--- src/rtl/div_sequencer_if.sv ---
// div_sequencer_if
// Handshake/data bundle between the execute stage and the divider.
//   master : EXE side    - drives div_en/div_sign/div_src1/div_src2/div_go/flush,
//                          receives div_complete/div_busy/div_quotient/div_remainder
//   slave  : divider side - the reverse directions
interface div_sequencer_if #(
    parameter int DATA_W = 32
);
    logic              div_en;
    logic              div_sign;
    logic [DATA_W-1:0] div_src1;
    logic [DATA_W-1:0] div_src2;
    logic              div_go;
    logic              flush;
    logic              div_complete;
    logic              div_busy;
    logic [DATA_W-1:0] div_quotient;
    logic [DATA_W-1:0] div_remainder;

    modport master (
        output div_en, div_sign, div_src1, div_src2, div_go, flush,
        input  div_complete, div_busy, div_quotient, div_remainder
    );

    modport slave (
        input  div_en, div_sign, div_src1, div_src2, div_go, flush,
        output div_complete, div_busy, div_quotient, div_remainder
    );
endinterface

--- src/rtl/div_sequencer.sv ---
// div_sequencer
// Multi-cycle radix-2 restoring divider controller for the execute stage.
// Accepts a request in IDLE, runs DATA_W iterations, sign-corrects in FIX and
// holds the result with div_complete in DONE until EXE retires (div_go).
// A flush aborts from any state.
//   clk   : clock, rising edge
//   reset : synchronous active-high reset (also clears the result outputs)
//   bus   : div_sequencer_if slave modport (request, operands, go, flush,
//           complete, busy, quotient, remainder)
//
// state | meaning
// ------+-------------------------------------------------------------
// IDLE  | waiting for div_en; operands latched on acceptance
// ITER  | one restoring iteration per cycle, DATA_W cycles in total
// FIX   | sign correction / divide-by-zero override, result registered
// DONE  | div_complete held until div_go
module div_sequencer #(
    parameter int DATA_W = 32,
    parameter int CNT_W  = 6
) (
    input  logic            clk,
    input  logic            reset,
    div_sequencer_if.slave  bus
);

    typedef enum logic [1:0] {
        S_IDLE = 2'd0,
        S_ITER = 2'd1,
        S_FIX  = 2'd2,
        S_DONE = 2'd3
    } state_t;

    state_t            r_state;
    logic [CNT_W-1:0]  r_cnt;
    logic              r_sa;
    logic              r_neg_q;
    logic              r_dz;
    logic [DATA_W-1:0] r_src1;
    logic [DATA_W-1:0] r_dvd;
    logic [DATA_W-1:0] r_dvs;
    logic [DATA_W-1:0] r_rem;
    logic              r_complete;
    logic              r_busy;
    logic [DATA_W-1:0] r_quot;
    logic [DATA_W-1:0] r_rem_out;

    logic              w_neg1;
    logic              w_neg2;
    logic [DATA_W-1:0] w_abs1;
    logic [DATA_W-1:0] w_abs2;
    logic [DATA_W:0]   w_rem_sh;
    logic [DATA_W:0]   w_trial;
    logic              w_q_bit;
    logic              w_cnt_last;
    logic [DATA_W-1:0] w_quot_fix;
    logic [DATA_W-1:0] w_rem_fix;

    // Sign bits only count for signed requests; magnitudes feed the unsigned core.
    assign w_neg1 = bus.div_sign & bus.div_src1[DATA_W-1];
    assign w_neg2 = bus.div_sign & bus.div_src2[DATA_W-1];
    assign w_abs1 = w_neg1 ? (~bus.div_src1 + 1'b1) : bus.div_src1;
    assign w_abs2 = w_neg2 ? (~bus.div_src2 + 1'b1) : bus.div_src2;

    // One extra bit on the trial subtraction so its MSB is the borrow.
    assign w_rem_sh   = {r_rem, r_dvd[DATA_W-1]};
    assign w_trial    = w_rem_sh - {1'b0, r_dvs};
    assign w_q_bit    = ~w_trial[DATA_W];
    assign w_cnt_last = (r_cnt == CNT_W'(DATA_W - 1));

    // The dividend register holds the quotient once all bits are shifted in.
    assign w_quot_fix = r_neg_q ? (~r_dvd + 1'b1) : r_dvd;
    assign w_rem_fix  = r_sa    ? (~r_rem + 1'b1) : r_rem;

    always_ff @(posedge clk) begin
        if (reset) begin
            r_state    <= S_IDLE;
            r_cnt      <= '0;
            r_sa       <= 1'b0;
            r_neg_q    <= 1'b0;
            r_dz       <= 1'b0;
            r_src1     <= '0;
            r_dvd      <= '0;
            r_dvs      <= '0;
            r_rem      <= '0;
            r_complete <= 1'b0;
            r_busy     <= 1'b0;
            r_quot     <= '0;
            r_rem_out  <= '0;
        end else if (bus.flush) begin
            r_state    <= S_IDLE;
            r_complete <= 1'b0;
            r_busy     <= 1'b0;
        end else begin
            case (r_state)
                S_IDLE: begin
                    if (bus.div_en) begin
                        r_sa    <= w_neg1;
                        r_neg_q <= w_neg1 ^ w_neg2;
                        r_dz    <= (bus.div_src2 == '0);
                        r_src1  <= bus.div_src1;
                        r_dvd   <= w_abs1;
                        r_dvs   <= w_abs2;
                        r_rem   <= '0;
                        r_cnt   <= '0;
                        r_busy  <= 1'b1;
                        r_state <= S_ITER;
                    end
                end
                S_ITER: begin
                    // A failed trial leaves the shifted value below the divisor,
                    // so it always fits back into DATA_W bits.
                    r_rem <= w_q_bit ? w_trial[DATA_W-1:0] : w_rem_sh[DATA_W-1:0];
                    r_dvd <= {r_dvd[DATA_W-2:0], w_q_bit};
                    r_cnt <= r_cnt + 1'b1;
                    if (w_cnt_last) begin
                        r_state <= S_FIX;
                    end
                end
                S_FIX: begin
                    r_quot     <= r_dz ? '1     : w_quot_fix;
                    r_rem_out  <= r_dz ? r_src1 : w_rem_fix;
                    r_complete <= 1'b1;
                    r_state    <= S_DONE;
                end
                S_DONE: begin
                    if (bus.div_go) begin
                        r_complete <= 1'b0;
                        r_busy     <= 1'b0;
                        r_state    <= S_IDLE;
                    end
                end
                default: begin
                    r_state <= S_IDLE;
                end
            endcase
        end
    end

    assign bus.div_complete  = r_complete;
    assign bus.div_busy      = r_busy;
    assign bus.div_quotient  = r_quot;
    assign bus.div_remainder = r_rem_out;

endmodule

--- src/flat_wrapper.sv ---
// flat-port wrapper written by rule: the top's interface ports become plain ports
module div_sequencer_flat 
#(
    parameter int DATA_W = 32,
    parameter int CNT_W  = 6
)
  (clk, reset, bus_div_en, bus_div_sign, bus_div_src1, bus_div_src2, bus_div_go, bus_flush, bus_div_complete, bus_div_busy, bus_div_quotient, bus_div_remainder);
  div_sequencer_if #(.DATA_W(DATA_W)) bus_i ();
  input  logic clk;
  input  logic reset;
  input wire logic [$bits(bus_i.div_en)-1:0] bus_div_en;
  input wire logic [$bits(bus_i.div_sign)-1:0] bus_div_sign;
  input wire logic [$bits(bus_i.div_src1)-1:0] bus_div_src1;
  input wire logic [$bits(bus_i.div_src2)-1:0] bus_div_src2;
  input wire logic [$bits(bus_i.div_go)-1:0] bus_div_go;
  input wire logic [$bits(bus_i.flush)-1:0] bus_flush;
  output wire logic [$bits(bus_i.div_complete)-1:0] bus_div_complete;
  output wire logic [$bits(bus_i.div_busy)-1:0] bus_div_busy;
  output wire logic [$bits(bus_i.div_quotient)-1:0] bus_div_quotient;
  output wire logic [$bits(bus_i.div_remainder)-1:0] bus_div_remainder;
  assign bus_i.div_en = bus_div_en;
  assign bus_i.div_sign = bus_div_sign;
  assign bus_i.div_src1 = bus_div_src1;
  assign bus_i.div_src2 = bus_div_src2;
  assign bus_i.div_go = bus_div_go;
  assign bus_i.flush = bus_flush;
  assign bus_div_complete = bus_i.div_complete;
  assign bus_div_busy = bus_i.div_busy;
  assign bus_div_quotient = bus_i.div_quotient;
  assign bus_div_remainder = bus_i.div_remainder;
  div_sequencer #(.DATA_W(DATA_W), .CNT_W(CNT_W)) u_core (.clk(clk), .reset(reset), .bus(bus_i));
endmodule
--- config.mk ---
export PLATFORM = sky130hd
export DESIGN_NAME = div_sequencer_flat
export DESIGN_NICKNAME = d
export VERILOG_FILES = /design/src/rtl/div_sequencer_if.sv /design/src/rtl/div_sequencer.sv /design/src/flat_wrapper.sv
export SDC_FILE = /design/constraint.sdc
export NUM_CORES = 1
export LEC_CHECK = 0
export BUFFER_PORTS_ARGS = -buffer_cell sky130_fd_sc_hd__clkbuf_2
export CORE_MARGIN = 1.5
export CORE_UTILIZATION = 30
export DETAILED_ROUTE_END_ITERATION = 6
export GPL_ROUTABILITY_DRIVEN = 0
export PLACE_DENSITY_LB_ADDON = 0.15
export SETUP_SLACK_MARGIN = 0.2
export SYNTH_ARGS = -nofsm -noshare
export SYNTH_HDL_FRONTEND = slang
export SYNTH_SLANG_ARGS = --single-unit
--- constraint.sdc ---
create_clock -name clk -period 9.6 [get_ports clk]
set_clock_uncertainty 0.15 [all_clocks]
set_input_delay 0.96 -clock clk [delete_from_list [all_inputs] [get_ports clk]]
set_output_delay 0.96 -clock clk [all_outputs]
set_load 0.03 [all_outputs]
* Word-level counts from Yosys, hierarchy flattened
Cells that the tools add are included.
Word-level totals: bits in registers 205, bits of input ports 70, output and inout bits 66
Cells by class: $add $sub $neg 6, equal/unequal tests 7, multiplexer cells 21, bitwise logic cells 9, reduce and logical (&&, ||, !) cells 12
Operators with widths (count):
- $mux W32 | 9
- $add A32 B1 Y32 const B | 4
- $not A32 Y32 | 4
- $pmux W32 S2 | 2
- $sub A33 B32 Y33 | 1
- $logic_not A32 Y1 | 1
- $pmux W6 S2 | 1
- $reduce_and A3 Y1 | 4
- $pmux W2 S4 | 1
- $add A6 B1 Y6 const B | 1
- $eq A6 B5 Y1 const B | 1
- $mux W2 | 3
- $mux W6 | 1
- $reduce_bool A2 Y1 | 3
- $eq A2 B2 Y1 const B | 2
- $ne A2 B2 Y1 const B | 2
- $pmux W1 S2 | 2
- $reduce_and A2 Y1 | 2
- $and A1 B1 Y1 | 2
- $eq A2 B1 Y1 const B | 1
- $logic_not A2 Y1 | 1
- $mux W1 | 2
- $ne A2 B1 Y1 const B | 1
- $not A1 Y1 | 2
- other kinds (2) | 2

* Depth between registers and ports, before layout
depth after elaboration 5, depth in mapped cells 13

* Worst setup path before layout
No wires, ideal clock.
path type input to register, start point input bus_div_src2[8], end point register u_core.r_dvs[30], setup time 0.086 ns, data arrival time 3.506 ns, required time 9.364 ns, setup slack 5.859 ns, stages 9, buffers on the path 1, cell sequence or4_1 or3_1 nor4_4 nand2_1 or4_1 clkbuf_1 o41ai_1 xor2_1 a211oi_1
Between the ends: cells in the longest elaborated chain, start to end 3
Ends and longest elaborated chain:
- from (decl) | line flat_wrapper.sv:14 | input wire logic [$bits(bus_i.div_src2)-1:0] bus_div_src2;
- $not A32 Y32 | line div_sequencer.sv:62 | assign w_abs2 = w_neg2 ? (~bus.div_src2 + 1'b1) : bus.div_src2;
- $add A32 B1 Y32 | line div_sequencer.sv:62
- $mux W32 | line div_sequencer.sv:62
- to (signal assigned) | line div_sequencer.sv:102 | r_dvs <= w_abs2;
- to (decl) | line div_sequencer.sv:40 | logic [DATA_W-1:0] r_dvs;
No other way between the ends. A chain may end at the register's enable or synchronous reset.

* Worst setup path after layout
start point register u_core.r_dvd[31], end point register u_core.r_dvd[0]
Between the ends: cells in the longest elaborated chain, start to end 3
Ends and longest elaborated chain:
- from (decl) | line div_sequencer.sv:39 | logic [DATA_W-1:0] r_dvd;
- from (signal assigned) | line div_sequencer.sv:101 | r_dvd <= w_abs1;
- from (signal assigned) | line div_sequencer.sv:113 | r_dvd <= {r_dvd[DATA_W-2:0], w_q_bit};
- $sub A33 B32 Y33 | line div_sequencer.sv:66 | assign w_trial = w_rem_sh - {1'b0, r_dvs};
- $not A1 Y1 | line div_sequencer.sv:67 | assign w_q_bit = ~w_trial[DATA_W];
- $pmux W32 S2 | line div_sequencer.sv:94 | case (r_state)
No other way between the ends.

==> results.cfg <==
[clock_tree]
cts.reportedPaths.clkPinSlew_ns = 0.06
cts_setup_buffers = 0
cts_resized = 0
cts.path.max_buffers = 3
clock-root-buffer = clkbuf_16
cts.hold.buffers_added = 0
cts_inserted_buffers = 25
clock_latency_ns = 0.54
clock_sinks = 205
htree_levels = 1
cts_tree = yes

[power]
p_switching_mw = 0.622
power-per-cell-area_mw_per_mm2 = 154
seq_power_share_pct = 41.5
total_power_mw = 2.19
internal-power_mw = 1.57
swShare_pct = 28.4
comb_power_share_pct = 15.5
p_clk_share_pct = 43.0
ir_drop_mv = 0.119
p_leak_nw = 5.52

[worst_setup_path]
cp-start-kind = flop
path_class = reg2reg
cp_max_fo = 33
required_ns = 9.85
crit_arrival_ns = 4.15
end_kind = flop

[timing]
max_slew_margin_pct = 21.4
tightestPinTransition_ns = 1.18
min_period_ns = 3.90
finalSetupTns_ns = 0
rsz0062_at_grt = false
slew_viol_final = 0
finalHoldViolations = 0
post-route-period-util_pct = 40.6
max_freq_mhz = 256
setup_viol = 0
worst_slack_ns = 5.70
whs_ns = 0.305

[layout]
layout_common_cells = nand2_1, dfxtp_1, clkbuf_2, nor2_1, a21oi_1
fill_cells = 4412
drive_gt1_share_pct = 12.3
num_antenna_cells = 0
final_nets = 1803
area_delta_synth_final_pct = 15.4
final_common_cell = nand2_1
final_area_mm2 = 0.0143

[synthesis]
yosysSeqAreaShare_pct = 33.2
synth_top_flop_cell = dfxtp_1
ys_async_sr_fraction_pct = 0
synth_edf_count = 0
yosysWarnings = 0
syn_nets = 1724
yosysUniqueCellTypes = 71
ys_ff_latch = 205
synth_area_per_cell_um2 = 7.66
synthCells = 1612
mappedNetlistArea_mm2 = 0.0124

[route]
drt_wl_total_mm = 39.0
post-route-drc-count = 0
drt-pass1-iter-count = 5
drt_iter0_markers = 650
dr_total_vias = 11500
viasPerCell = 5.14
wire_per_inst_um = 17.4
drtAntennaViolNets = 0

[floorplan]
die_y_um = 206
die_w_um = 206
row_count = 74
io_pins = 136
dieArea_mm2 = 0.0424
start_util_pct = 30.3
core_mm2 = 0.0407

[flow_run]
max-cap-violations = 0

[hold_path]
hold_class = reg2reg

[place]
dp_hpwl_mm = 28.8
portBuffers = 135
pre_cts_slack_ns = 5.48
placed_area_mm2 = 0.0134

[grt]
grt_pass1_wl_mm = 61.5
track_usage_pct = 18.2
grt.overflow.total = 0
grt_pass1_vias = 10900
grt_start_max_net_pins = 112
antenna_found_initial = 0

[run_status]
status = completed
[Yosys cell counts, types with 4 or more instances]
cell      count  area [um^2]
a222oi_1      5         50.1
ha_1         41          513
o31ai_1      35          263
a211oi_1     36          270
a311oi_1     17          149
buf_1        10         37.5
o22ai_1      15         93.8
xnor2_1      59          517
nor4_1        9         56.3
nor2b_1       9         56.3
nand2b_1     20          125
o211ai_1     25          188
or2_2         4         25.0
a21o_1       17          128
dfxtp_1     205         4100
inv_1        53          199
nor2_1      130          488
and2_1        6         37.5
nand2_1     294         1100
nand3_1      25          125
nand3b_1      7         52.6
o21ai_0     109          546
xor2_1       86          753
a31oi_1       4         25.0
clkbuf_1     84          315
o41ai_1      13          114
or4_1        17          128
nand4_1       7         43.8
o21a_1        5         37.5
nor3_1       32          160
a21oi_1     128          641
or3_1        11         68.8
mux2i_1      33          330
[state kept, by name, summed over array words and instances (netlist names), 2 cells and up]
register	flops
u_core.bus.div_quotient	32
u_core.bus.div_remainder	32
u_core.r_cnt	6
u_core.r_dvd	32
u_core.r_dvs	32
u_core.r_rem	32
u_core.r_src1	32
u_core.r_state	2
[per-layer routing]
metal  routed length [um]  GRT usage, %  up-vias
li1                     -             -     5869
met1                18800          25.5     5367
met2                17800          29.8      239
met3                 1800          2.24       34
met4                  555          3.44        0
met5                    0             0        -
[power groups by stage]
stage / Sequential (mW) / Clock [mW] / Combinational (mW)
2_1_floorplan: 0.922 / 0 / 0.241
3_3_place_gp: 0.926 / 0 / 0.341
3_5_place_dp: 0.927 / 0 / 0.341
4_1_cts: 0.909 / 0.969 / 0.342
5_1_grt: 0.913 / 1.00 / 0.379
6_report: 0.909 / 0.941 / 0.340
[cell families (layout without fill, tap and decap cells)]
logic type | after synthesis | in the layout | share of synthesized area, %
AND/OR/NAND/NOR | 590 | 590 | 21.7
buffers and inverters | 150 | 246 | 4.64
XOR/XNOR | 145 | 145 | 10.3
flip-flops | 205 | 205 | 33.2
multiplexers | 34 | 34 | 2.76
adder cells (fa/ha/maj) | 42 | 42 | 4.31
AO/OA/AOI/OAI | 446 | 446 | 23.1
[metrics by stage]
step | utilization [%] | std cells
after floorplan | - | 1612
after global placement | 33.0 | 2196
after detailed placement | 33.0 | 2196
after CTS | 35.0 | 2240
after global routing | 35.0 | 2240
final | 35.0 | 2240
[critical path, cell delays in order (launching register included)]
cell      delay (ns)
dfxtp_1         0.29
inv_1           0.17
ha_1            0.23
fa_1            0.22
nor2b_1         0.08
o31a_1          0.28
o31ai_1         0.49
or4b_1          0.49
nand3_1         0.19
o21a_1          0.24
o211ai_1        0.15
buf_4           0.32
a222oi_1        0.36
nor2_1          0.06
[path summary, 6_finish.rpt]
check / from / endpoint / slack [ns] / cells after the start
max: u_core.r_dvd[31] / u_core.r_dvd[0] / 5.70 / 13
min: u_core.r_src1[0] / u_core.r_src1[0] / 0.30 / 2
max reg2reg: u_core.r_dvd[31] / u_core.r_dvd[0] / 5.70 / 13
min reg2reg: u_core.r_src1[0] / u_core.r_src1[0] / 0.30 / 2
[layout make-up]
cell class | count | area (um^2) | area share [%]
clock buffers | 36 | 737 | 5.17
clock inverters | 8 | 75.1 | 0.526
inverters | 53 | 199 | 1.39
multi-input cells | 1257 | 7690 | 53.9
flip-flops and latches | 205 | 4100 | 28.8
well taps | 532 | 666 | 4.67
repair buffers | 149 | 787 | 5.52
Power figures use the tool's default switching activity.
